## config.mk

```make
export PLATFORM = sky130hd
export DESIGN_NAME = mc_ctrl
export DESIGN_NICKNAME = d
export VERILOG_FILES = /design/src/rtl/mc_ctrl.sv
export SDC_FILE = /design/constraint.sdc
export NUM_CORES = 1
export LEC_CHECK = 0
export ABC_AREA = 1
export BUFFER_PORTS_ARGS = -buffer_cell sky130_fd_sc_hd__buf_2
export CORE_UTILIZATION = 44
export DETAILED_ROUTE_END_ITERATION = 6
export PLACE_DENSITY = 0.83
export RECOVER_POWER = 50
export SYNTH_ARGS = -nofsm -noshare
export SYNTH_HDL_FRONTEND = slang
export SYNTH_SLANG_ARGS = --single-unit
export TNS_END_PERCENT = 1
```

## constraint.sdc

```tcl
create_clock -name clk -period 1.55 [get_ports clk]
set_input_delay 0.155 -clock clk [delete_from_list [all_inputs] [get_ports clk]]
set_output_delay 0.155 -clock clk [all_outputs]
set_load 0.01 [all_outputs]
```

## src/rtl/mc_ctrl.sv

```systemverilog
// rtl/mc_ctrl.sv - multi-cycle MIPS main controller
// Steps each instruction through FETCH/DECODE/EXEC/MEM/WB over a shared memory port.
module mc_ctrl #(
  parameter bit ILLEGAL_TRAP = 1'b0
) (
  input  logic       clk,
  input  logic       rst,
  input  logic [5:0] op,
  input  logic [5:0] funct,
  input  logic       alu_zero,
  input  logic       mem_ready,
  output logic       mem_req,
  output logic       mem_we,
  output logic       iord,
  output logic       ir_write,
  output logic       pc_write,
  output logic [1:0] pc_src,
  output logic       reg_write,
  output logic       reg_dst,
  output logic       mem_to_reg,
  output logic       alu_src,
  output logic       if_extend,
  output logic [4:0] aluop,
  output logic       instr_done,
  output logic       illegal,
  output logic [2:0] state
);

  typedef enum logic [2:0] {
    FETCH  = 3'd0,
    DECODE = 3'd1,
    EXEC   = 3'd2,
    MEM    = 3'd3,
    WB     = 3'd4,
    HALT   = 3'd7
  } state_t;

  localparam logic [5:0] OP_R = 6'h00, OP_J = 6'h02, OP_BEQ = 6'h04, OP_ADDI = 6'h08,
                         OP_ADDIU = 6'h09, OP_ANDI = 6'h0C, OP_ORI = 6'h0D, OP_LUI = 6'h0F,
                         OP_LW = 6'h23, OP_SW = 6'h2B;

  state_t cur, nxt;
  logic       is_r, r_ok, is_alui, is_mem, legal;
  logic [4:0] r_aluop, i_aluop;

  always_comb begin
    is_r    = (op == OP_R);
    r_ok    = 1'b1;
    r_aluop = 5'd0;
    case (funct)
      6'h20:   r_aluop = 5'd0;
      6'h21:   r_aluop = 5'd1;
      6'h23:   r_aluop = 5'd2;
      6'h24:   r_aluop = 5'd3;
      6'h25:   r_aluop = 5'd4;
      6'h2A:   r_aluop = 5'd5;
      default: r_ok = 1'b0;
    endcase
    is_alui = 1'b1;
    i_aluop = 5'd0;
    case (op)
      OP_ADDI:  i_aluop = 5'd0;
      OP_ADDIU: i_aluop = 5'd1;
      OP_ANDI:  i_aluop = 5'd3;
      OP_ORI:   i_aluop = 5'd4;
      OP_LUI:   i_aluop = 5'd6;
      default:  is_alui = 1'b0;
    endcase
    is_mem = (op == OP_LW) || (op == OP_SW);
    legal  = (is_r && r_ok) || is_alui || is_mem || (op == OP_BEQ) || (op == OP_J);
  end

  always_ff @(posedge clk or posedge rst) begin
    if (rst) cur <= FETCH;
    else     cur <= nxt;
  end

  always_comb begin
    nxt        = cur;
    mem_req    = 1'b0;
    mem_we     = 1'b0;
    iord       = 1'b0;
    ir_write   = 1'b0;
    pc_write   = 1'b0;
    pc_src     = 2'd0;
    reg_write  = 1'b0;
    reg_dst    = 1'b0;
    mem_to_reg = 1'b0;
    alu_src    = 1'b0;
    if_extend  = 1'b0;
    aluop      = 5'd0;
    instr_done = 1'b0;
    illegal    = 1'b0;
    case (cur)
      FETCH: begin
        mem_req = 1'b1;
        if (mem_ready) begin
          ir_write = 1'b1;
          pc_write = 1'b1;
          nxt      = DECODE;
        end
      end
      DECODE: begin
        if (!legal) begin
          illegal = 1'b1;
          if (ILLEGAL_TRAP) begin
            nxt = HALT;
          end else begin
            instr_done = 1'b1;
            nxt        = FETCH;
          end
        end else if (op == OP_J) begin
          pc_write   = 1'b1;
          pc_src     = 2'd2;
          instr_done = 1'b1;
          nxt        = FETCH;
        end else begin
          nxt = EXEC;
        end
      end
      EXEC: begin
        if (is_r) begin
          aluop = r_aluop;
          nxt   = WB;
        end else if (is_alui) begin
          aluop     = i_aluop;
          alu_src   = 1'b1;
          if_extend = (op == OP_ADDI) || (op == OP_ADDIU);
          nxt       = WB;
        end else if (is_mem) begin
          alu_src   = 1'b1;
          if_extend = 1'b1;
          nxt       = MEM;
        end else begin
          // beq: compare via subtraction, branch only on a zero result
          aluop      = 5'd2;
          pc_write   = alu_zero;
          pc_src     = alu_zero ? 2'd1 : 2'd0;
          instr_done = 1'b1;
          nxt        = FETCH;
        end
      end
      MEM: begin
        mem_req = 1'b1;
        iord    = 1'b1;
        mem_we  = (op == OP_SW);
        if (mem_ready) begin
          instr_done = (op == OP_SW);
          nxt        = (op == OP_SW) ? FETCH : WB;
        end
      end
      WB: begin
        reg_write  = 1'b1;
        instr_done = 1'b1;
        reg_dst    = !is_r;
        mem_to_reg = (op == OP_LW);
        nxt        = FETCH;
      end
      HALT:    nxt = HALT;
      default: nxt = FETCH;
    endcase
    // Reset gates every output the same cycle, independent of the state register.
    if (rst) begin
      mem_req    = 1'b0;
      mem_we     = 1'b0;
      iord       = 1'b0;
      ir_write   = 1'b0;
      pc_write   = 1'b0;
      pc_src     = 2'd0;
      reg_write  = 1'b0;
      reg_dst    = 1'b0;
      mem_to_reg = 1'b0;
      alu_src    = 1'b0;
      if_extend  = 1'b0;
      aluop      = 5'd0;
      instr_done = 1'b0;
      illegal    = 1'b0;
    end
  end

  assign state = rst ? 3'd0 : cur;

endmodule

```

* Word level (Yosys, flattened, before mapping)
Index checks and enable logic that the tools add are counted.
** Word-level totals
- Flip-flop bits (word level) :: 3
- Output and inout port bits :: 22
- Word-level logic and storage cells :: 105
** Cells by class
- Equality and inequality tests :: 22
- Multiplexer cells :: 68
- Reductions and logical operators :: 14
** Operators with widths (count)
- equality test 6 bit (second input constant) :: 8
- 2-to-1 mux 1 bit :: 45
- equality test 6 x 4 -> 1 bit (second input constant) :: 5
- case mux 3 bit (5 select lines) :: 2
- 2-to-1 mux 5 bit :: 4
- 2-to-1 mux 3 bit :: 6
- 2-to-1 mux 2 bit :: 7
- case mux 3 bit (4 select lines) :: 1
- equality test 3 x 2 -> 1 bit (second input constant) :: 2
- equality test 3 bit (second input constant) :: 2
- equality test 6 x 2 -> 1 bit (second input constant) :: 1
- equality test 6 x 3 -> 1 bit (second input constant) :: 1
- logical NOT 6 bit :: 1
- logical OR 1 bit :: 6
- OR reduction 6 bit :: 1
- OR reduction 5 bit :: 1
- != test 2 bit (second input constant) :: 2
- case mux 1 bit (4 select lines) :: 1
- case mux 2 bit (2 select lines) :: 1
- equality test 3 x 1 -> 1 bit (second input constant) :: 1
- logical NOT 3 bit :: 1
- case mux 1 bit (3 select lines) :: 1
- AND reduction 2 bit :: 1
- OR reduction 2 bit :: 1
- other kinds (2) :: 2

* Depth between registers and ports, before layout
Gate-level depths: netlist of run 1.
- Depth after elaboration :: 11
- Depth in mapped cells :: 9

* Worst setup path before layout of run 1
No wires, ideal clock.
- Path type :: flip-flop to output port
- From :: register cur[1]
- To :: output mem_to_reg
- Arrival :: 1.177 ns
- Data required time :: 1.395 ns
- Slack :: 0.218 ns
- Stages on the path, launching flop included :: 5
- Buffers on the path :: 0
- Cell sequence :: dfrtp_1 > nor2_1 > nand2_1 > nor2_1 > and3_2
** On the way
- Cells in the longest elaborated chain, start to end :: 3
** RTL lines
- from (decl) :: RTL line 42 : state_t cur, nxt;
- from (signal assigned) :: RTL line 75 : else cur <= nxt;
- equality test 3 bit :: RTL line 94 : case (cur)
- 2-to-1 mux 1 bit :: RTL line 94
- 2-to-1 mux 1 bit :: RTL line 163 : if (rst) begin
- to (decl) :: RTL line 20 : output logic mem_to_reg,
Every way passes these cells.

* Final worst setup path of run 1
- From :: register cur[2]
- To :: output pc_write
** On the way
- Cells in the longest elaborated chain, start to end :: 3
- Elaborated cells between the ends (all ways) :: 5
- Classes of those cells :: eq/ne: 2; mux: 2; reduce/logical: 1
** RTL lines
- equality test 3 x 2 -> 1 bit, or another cell as far along :: RTL line 94
- case mux 1 bit (3 select lines) (*) :: RTL line 94
- 2-to-1 mux 1 bit (*) :: RTL line 163
- to (decl) :: RTL line 16 : output logic pc_write,
Mark *: on every way between the ends. The rest lies on a longest branch, timed or not.

==> results of run 1 <==
placed cells by master (no fill, tap or decap), types with 2 or more instances in the layout:
master and instances:
nand2_1 21, buf_2 35, inv_1 17, nand3_1 17, nand4_1 2, nor3_1 2
clkbuf_1 2, o21bai_1 2, clkbuf_4 3, nor2_2 5, conb_1 2, nor3_4 3
a21oi_1 4, inv_2 5, o21ai_0 3, nand3_2 2, nand2_2 4, nor2_1 23
dfrtp_2 3, nand3b_1 2, buf_4 4
power groups by stage:
stage          logic [uW]  registers, uW  clock network [uW]
3_3_place_gp          354            127                   0
2_1_floorplan         235            124                   0
4_1_cts               384            135                 145
6_report              383            136                 146
5_1_grt               427            142                 150
3_5_place_dp          361            128                   0
timing repair:
item | CTS | global route
endpoints found under the hold margin | 3 | 0
pin swaps | 7 | 5
setup buffers | 3 | 0
resized for setup | 7 | 6
hold buffers | 1 | 0
setup endpoints to repair | 6 | 13
cell type report:
cell class	instances	share of cell area [%]
tap	15	1.940
timing repair buffer	41	22.64
inverter	22	8.538
multi-input combinational	100	56.02
clock buffer	4	2.717
sequential	3	8.150
kinds of logic (layout without fill, tap and decap cells):
kind of cell	Yosys count	after routing	synth area share (%)
flops	3	3	10.87
other cells	1	2	0.5430
buf+inv	25	67	14.67
simple gates	83	83	60.14
compound gates	15	15	13.77
worst max path at each step:
| stage | depth (start not counted) | end | slack [ns] |
|---|---|---|---|
| floorplan | 4 | mem_to_reg | 0.22 |
| global route | 6 | instr_done | -0.14 |
| detailed placement | 6 | pc_write | 0.12 |
| finish | 6 | pc_write | -0.03 |
| global placement | 6 | pc_write | 0.14 |
| CTS | 7 | pc_write | -0.03 |
metal layers:
layer / vias up / routed length, um / track usage [%]
li1: 496 / - / -
met1: 449 / 845 / 33.60
met2: 57 / 1094 / 42.50
met3: 2 / 207 / 5.652
met4: 0 / 17 / 8.387
met5: - / 0 / 0
worst max-delay path: stages, from the launching register on:
cell and delay [ns]:
dfrtp_2 0.46, nor3_4 0.20, nand2_1 0.09, nor2_2 0.10, nand2_1 0.09, a21oi_2 0.12, buf_2 0.13
metrics by stage:
| step | hold slack, ns | area, um^2 | std cells |
|---|---|---|---|
| after floorplan | -0.05756 | 694.4 | 128 |
| after global placement | 0.08793 | 884.6 | 177 |
| after detailed placement | 0.09101 | 884.6 | 177 |
| after CTS | 0.2985 | 954.7 | 185 |
| after global routing | 0.3245 | 967.2 | 185 |
| final | 0.3052 | 967.2 | 185 |
==> results.py, run 1 <==
metrics = {
    "clocking": {
        "htree_levels": 1,
        "clock-root-buffer": "clkbuf_4",
        "cts_num_sinks": 3,
        "cts_tree": "done",
        "clk_latency_ns": 0.24,
        "clock_path_buffers": 2,
        "cts_buffers": 3,
        "cts.reportedPaths.clkPinSlew_ns": 0.04,
    },
    "timing": {
        "setup_violations": 5,
        "rsz0062_at_grt": "true",
        "hold_violations": 0,
        "period_share_pct": 101.7,
        "fin_crit_ns": 1.576,
        "fmax_mhz": 634.5,
        "fin_setup_tns_ns": -0.09131,
        "setup_ws_ns": -0.02602,
        "report.final.slew_viol_count": 0,
        "clock_skew_ns": 0.001516,
    },
    "setup_path": {
        "end_kind": "output port",
        "cp_max_fo": 5,
        "worst-setup-path-type": "flip-flop to output port",
        "crit_path_start": "cur[2]",
        "cp-start-kind": "flip-flop",
        "arrival_ns": 1.42,
        "r2r.worst_path.cells": 5,
        "worst_ep_required_time_ns": 1.39,
        "r2r_slack_ns": 0.16,
        "r2r_end": "cur[0]",
        "rr_startpoint": "cur[1]",
    },
    "synth": {
        "synth_top_area_cell": "nor2_1",
        "synth_top_area_share_pct": 14.13,
        "synth_edf_count": 0,
        "ys_types": 26,
        "async_flop_share_pct": 100.0,
        "synth_seq_cells": 3,
        "syn-instance-count": 127,
        "yosysMostFrequentCell": "nor2_1",
        "avgSynthCellArea_um2": 5.438,
        "synth_commonest_cells": "26 x nor2_1, 22 x nand2_1, 20 x inv_1",
        "ys_top_cells_by_area": "nor2_1 14%, nand3_1 12%, nand2_1 12%",
        "synth-main-ff-cell": "dfrtp_1",
        "ys_warn_count": 0,
        "synthesis.area_um2": 690.7,
        "seq_area_frac_synth_pct": 10.87,
    },
    "power": {
        "leakage_uw": 0.0005692,
        "max-vdd-ir-drop_v": 0.0003637,
        "p_comb_share_pct": 57.6,
        "seq_power_share_pct": 20.4,
        "power_density_nw_per_um2": 686.8,
        "p_total_uw": 664.3,
        "clock_power_share_pct": 22.0,
        "p_int_uw": 345.6,
        "power.switching_uw": 318.7,
        "switching_share_pct": 47.98,
    },
    "global_routing": {
        "grt_pass1_vias": 860,
        "grt.total_usage_pct": 25.95,
        "grt_pass1_wl_um": 3525,
        "antenna_found_initial": 0,
        "grt_max_degree": 13,
        "gr-total-overflow": 0,
    },
    "layout": {
        "final_util_pct": 69.95,
        "syn2layout_area_growth_pct": 40.04,
        "seqCellArea_um2": 78.83,
        "top_register": "cur",
        "top_regs": "cur (3)",
        "nNetsFinal": 187,
        "largest_reg_flops": 3,
        "n_antenna_cell": 0,
        "n_fill_cell": 127,
        "multi_input_area_um2": 541.8,
        "drive_above_1_share_pct": 40.59,
    },
    "detailed_routing": {
        "dr.pass1.iters": 4,
        "first_iter_violations": 52,
        "vias": 1004,
        "wire_per_inst_um": 11.70,
        "detail-route-antenna-nets": 0,
        "viasPerCell": 5.427,
        "routed_wl_um": 2164,
        "route.detailed.drc": 0,
    },
    "placement": {
        "hpwl_um": 1665,
        "place_ws_ns": 0.1184,
        "numPortBuffers": 35,
        "gp_congestion": 0.8850,
    },
    "floorplanning": {
        "core_um2": 1383,
        "die_x_um": 41.62,
        "pin_count": 38,
        "die_area_um2": 1732,
        "die_y_um": 41.62,
        "initial_utilization_pct": 49.95,
        "rows": 13,
    },
    "flow_run": {
        "drv_cap": 0,
    },
    "status": {
        "violations": "setup timing",
        "outcome": "finished with violations",
    },
    "worst_hold_path": {
        "min_delay_worst_endpoint": "cur[1]",
        "holdPathStages": 4,
        "min_from": "mem_ready",
        "hp-class": "primary input to flip-flop",
    },
}
Note: power is estimated with default switching activity, not from simulation.
==> run 2: changes to the inputs <==
--- a/config.mk
+++ b/config.mk
@@ -7,6 +7,7 @@
 export LEC_CHECK = 0
 export ABC_AREA = 1
 export BUFFER_PORTS_ARGS = -buffer_cell sky130_fd_sc_hd__buf_2
+export CORE_ASPECT_RATIO = 1.1
 export CORE_UTILIZATION = 44
 export DETAILED_ROUTE_END_ITERATION = 6
 export PLACE_DENSITY = 0.83
==> results.py, run 2 (synthesis results as in run 1) <==
metrics = {
    "setup_path": {
        "arrival_ns": 1.46,
        "r2r.worst_path.cells": 7,
        "worst-setup-path-type": "flip-flop to output port",
        "r2r_end": "cur[0]",
        "cp-start-kind": "flip-flop",
        "crit_path_start": "cur[1]",
        "rr_startpoint": "cur[1]",
        "cp_max_fo": 4,
        "end_kind": "output port",
        "worst_ep_required_time_ns": 1.39,
        "r2r_slack_ns": 0.21,
        "endpoint": "instr_done",
    },
    "clocking": {
        "cts_buffers": 3,
        "clock_path_buffers": 2,
        "cts.reportedPaths.clkPinSlew_ns": 0.04,
        "htree_levels": 1,
        "clk_latency_ns": 0.23,
        "clock-root-buffer": "clkbuf_4",
        "cts_num_sinks": 3,
        "cts_tree": "done",
    },
    "detailed_routing": {
        "wl_met3_um": 76,
        "first_iter_violations": 16,
        "dr.pass1.iters": 4,
        "vias": 942,
        "wl_met2_um": 944,
        "wire_per_inst_um": 9.962,
        "detail-route-antenna-nets": 0,
        "routed_wl_um": 1843,
        "viasPerCell": 5.092,
        "route.detailed.drc": 0,
        "top_layer": "met3",
        "wl_met1_um": 823,
    },
    "floorplanning": {
        "die_area_um2": 1732,
        "rows": 14,
        "core_um2": 1419,
        "die_x_um": 39.78,
        "die_y_um": 43.56,
        "pin_count": 38,
        "initial_utilization_pct": 48.68,
    },
    "global_routing": {
        "antenna_found_initial": 0,
        "grt.total_usage_pct": 23.98,
        "grt_max_degree": 14,
        "grt_pass1_wl_um": 3015,
        "grt_pass1_vias": 769,
        "gr-total-overflow": 0,
    },
    "power": {
        "p_total_uw": 644.5,
        "power_density_nw_per_um2": 676.0,
        "max-vdd-ir-drop_v": 0.0006738,
        "leakage_uw": 0.0005646,
    },
    "layout": {
        "syn2layout_area_growth_pct": 38.04,
        "final_common_cell": "buf_2",
        "largest_reg_flops": 3,
        "top_regs": "cur (3)",
        "nNetsFinal": 186,
        "n_antenna_cell": 0,
        "top_register": "cur",
        "n_fill_cell": 142,
        "final_cell_mix": "33 x buf_2, 25 x nor2_1, 20 x inv_1, 20 x nand2_1, 17 x nand3_1",
        "drive_above_1_share_pct": 36.69,
    },
    "timing": {
        "period_share_pct": 103.9,
        "setup_violations": 6,
        "holdWs_ns": 0.09452,
        "setup_ws_ns": -0.06073,
        "rsz0062_at_grt": "true",
        "hold_violations": 0,
        "clock_skew_ns": 0.003592,
        "fmax_mhz": 620.8,
        "fin_crit_ns": 1.611,
        "report.final.slew_viol_count": 0,
    },
    "status": {
        "outcome": "finished with violations",
        "violations": "setup timing",
    },
    "worst_hold_path": {
        "hp-class": "primary input to asynchronous set/reset pin",
    },
    "placement": {
        "numPortBuffers": 35,
        "gp_congestion": 0.8676,
        "hpwl_um": 1516,
    },
    "flow_run": {
        "drv_cap": 0,
    },
}
-- run 2: worst min path at each step --
stage / start / end / cells past startpoint / slack, ns
floorplan: rst / cur[0] / 1 / -0.06
global placement: rst / cur[2] / 3 / 0.25
detailed placement: rst / cur[2] / 3 / 0.26
CTS: rst / cur[2] / 3 / 0.01
global route: rst / cur[2] / 3 / 0.12
finish: rst / cur[2] / 3 / 0.09
-- run 2: final cells by class --
class | count | area (um^2) | share of cell area (%)
Inverter | 22 | 82.58 | 8.661
Sequential cell | 3 | 78.83 | 8.268
Multi-Input combinational cell | 100 | 531.8 | 55.77
Timing Repair Buffer | 40 | 214.0 | 22.44
Tap cell | 16 | 20.02 | 2.100
Clock buffer | 4 | 26.28 | 2.756
-- run 2: power breakdown --
group / switching, uW / internal [uW]
Sequential: 32.1 / 101
Clock: 38.4 / 96.3
Combinational: 221 / 156
-- run 2: critical path, stage by stage (launching register included) --
cell     delay (ns)
dfrtp_2        0.40
inv_2          0.06
nor3_4         0.24
nand2_1        0.10
nor2_2         0.12
nor2_1         0.06
a21oi_1        0.11
buf_2          0.14
-- run 2: routing by layer --
layer  GRT usage (%)  vias to the layer above
met5               0                        -
met4           3.448                        0
met3           5.128                        0
met2           41.64                       26
met1           30.23                      420
li1                -                      496
-- run 2: timing repair --
item,in CTS,in global routing
gates resized for setup,1,7
setup buffers,2,1
setup endpoints to repair,5,12
hold buffers,0,0
pin swaps,8,3
gates cloned,0,0
-- run 2: metrics by stage --
| stage | utilization, % | area [um^2] | setup slack [ns] | TNS (ns) | instances |
|---|---|---|---|---|---|
| finish | 67.20 | 953.4 | -0.06073 | -0.2419 | 185 |
| global route | 67.20 | 953.4 | -0.1911 | -1.186 | 185 |
| CTS | 65.52 | 929.6 | -0.1098 | -0.5006 | 184 |
| detailed placement | 62.43 | 885.9 | 0.1062 | 0 | 178 |
| global placement | 62.43 | 885.9 | 0.1353 | 0 | 178 |
| floorplan | - | 694.4 | 0.2184 | 0 | 128 |
==> run 3: changes to the inputs <==
--- a/config.mk
+++ b/config.mk
@@ -8,9 +8,9 @@
 export ABC_AREA = 1
 export BUFFER_PORTS_ARGS = -buffer_cell sky130_fd_sc_hd__buf_2
 export CORE_ASPECT_RATIO = 1.1
-export CORE_UTILIZATION = 44
+export CORE_UTILIZATION = 41
 export DETAILED_ROUTE_END_ITERATION = 6
-export PLACE_DENSITY = 0.83
+export PLACE_DENSITY = 0.75
 export RECOVER_POWER = 50
 export SYNTH_ARGS = -nofsm -noshare
 export SYNTH_HDL_FRONTEND = slang
==> results.py, run 3 (synthesis results as in run 1) <==
metrics = {
    "status": {
        "outcome": "finished with violations",
        "violations": "setup timing",
    },
    "setup_path": {
        "arrival_ns": 1.50,
        "cp-start-kind": "flip-flop",
        "worst-setup-path-type": "flip-flop to output port",
        "r2r_slack_ns": 0.16,
        "cp_num_buf_inv": 2,
        "critPathSlowestCell": "dfrtp_1",
        "worst_ep_required_time_ns": 1.39,
        "timing.critical_path.mode_cell": "nand2_1",
        "cp_max_fo": 4,
        "cp_cell_sequence": "buf_4 > nor3_4 > nand2_1 > nor2_2 > nand2_1 > a21oi_2 > buf_2",
        "end_kind": "output port",
        "max_stage_delay_ns": 0.39,
        "critical-path-top-delay-family": "simple AND/OR/NAND/NOR gates",
    },
    "clocking": {
        "htree_levels": 1,
        "cts_num_sinks": 3,
        "clock_path_buffers": 2,
        "clk_latency_ns": 0.23,
        "hold_buffers": 0,
        "cts_buffers": 3,
        "cts.reportedPaths.clkPinSlew_ns": 0.04,
        "cts_tree": "done",
        "clock-root-buffer": "clkbuf_4",
    },
    "floorplanning": {
        "die_y_um": 45.05,
        "core_um2": 1577,
        "rows": 15,
        "die_x_um": 41.14,
        "pin_count": 38,
        "die_area_um2": 1853,
        "initial_utilization_pct": 43.81,
    },
    "layout": {
        "syn2layout_area_growth_pct": 36.59,
        "largest_reg_flops": 3,
        "drive_above_1_share_pct": 34.12,
        "nNetsFinal": 187,
        "final_cells": 187,
        "final_cell_mix": "33 x buf_2, 25 x nor2_1, 22 x nand2_1",
        "n_antenna_cell": 0,
        "multi_input_area_um2": 525.5,
        "top_regs": "cur (3)",
        "n_fill_cell": 170,
        "final_common_cell": "buf_2",
        "seqCellArea_um2": 77.57,
        "top_register": "cur",
    },
    "timing": {
        "fmax_mhz": 603.3,
        "clock_skew_ns": 0.002907,
        "period_share_pct": 106.9,
        "rsz0062_at_grt": "true",
        "fin_crit_ns": 1.657,
        "setup_ws_ns": -0.1075,
        "setup_violations": 6,
        "hold_violations": 0,
        "report.final.slew_viol_count": 0,
        "fin_setup_tns_ns": -0.4318,
    },
    "global_routing": {
        "grt_pass1_wl_um": 3091,
        "antenna_found_initial": 0,
        "gr-total-overflow": 0,
        "grt_pass1_vias": 799,
        "grt.total_usage_pct": 23.81,
        "grt_max_degree": 11,
    },
    "power": {
        "max-vdd-ir-drop_v": 0.0005341,
        "leakage_uw": 0.0005599,
        "p_total_uw": 648.4,
        "power_density_nw_per_um2": 687.3,
    },
    "placement": {
        "hpwl_um": 1609,
        "place_ws_ns": 0.1032,
        "placed_cells": 180,
        "gp_congestion": 0.8158,
        "numPortBuffers": 35,
    },
    "detailed_routing": {
        "detail-route-antenna-nets": 0,
        "first_iter_violations": 26,
        "route.detailed.drc": 0,
        "routed_wl_um": 1907,
        "vias": 959,
        "wire_per_inst_um": 10.20,
        "dr.pass1.iters": 5,
        "viasPerCell": 5.128,
    },
    "flow_run": {
        "drv_cap": 0,
    },
    "worst_hold_path": {
        "hp-class": "primary input to asynchronous set/reset pin",
    },
}
run 3: stage by stage:
stage	hold slack, ns	instance area, um^2	utilization, %
finish	0.05430	943.4	59.84
floorplan	-0.05756	694.4	-
detailed placement	0.2501	894.6	56.75
global route	0.1102	943.4	59.84
global placement	0.2541	894.6	56.75
CTS	0.02804	942.2	59.76
run 3: layer usage:
layer | vias to the layer above | global-route usage [%] | wire [um] | share of wire, %
met5 | - | 0 | 0 | 0
met4 | 0 | 7.742 | 0 | 0
met3 | 0 | 2.956 | 83 | 4.4
met2 | 26 | 40.31 | 996 | 52
met1 | 432 | 30.34 | 827 | 43
li1 | 501 | - | - | -
run 3: timing repair:
item,4_1_cts,5_1_grt
setup buffers,2,1
setup endpoints to repair,6,14
pin swaps,8,3
gates resized for setup,2,2
run 3: final cells by class:
class	instances	share of cell area, %
multi-input cells	100	55.70
inverters	22	8.753
repair buffers	41	22.28
well taps	17	2.255
flip-flops and latches	3	8.223
clock buffers	4	2.785
run 3: final timing paths:
path | start | to | cells after the start
max | cur[0] | pc_write | 7
min | rst | cur[2] | 3
max reg2reg | cur[0] | cur[0] | 7
min reg2reg | cur[1] | cur[1] | 3
max in group asynchronous | rst | cur[1] | 3
min in group clk | mem_ready | cur[0] | 4
run 3: report_power, final:
group | switching [uW] | total, uW | internal [uW]
Clock | 36.5 | 133 | 96.2
Sequential | 21.9 | 120 | 98.5
Combinational | 235 | 395 | 160
run 3: tightest hold or removal path, stage by stage:
cell	delay, ns
clkbuf_1	0.12
inv_1	0.16
clkbuf_1	0.20
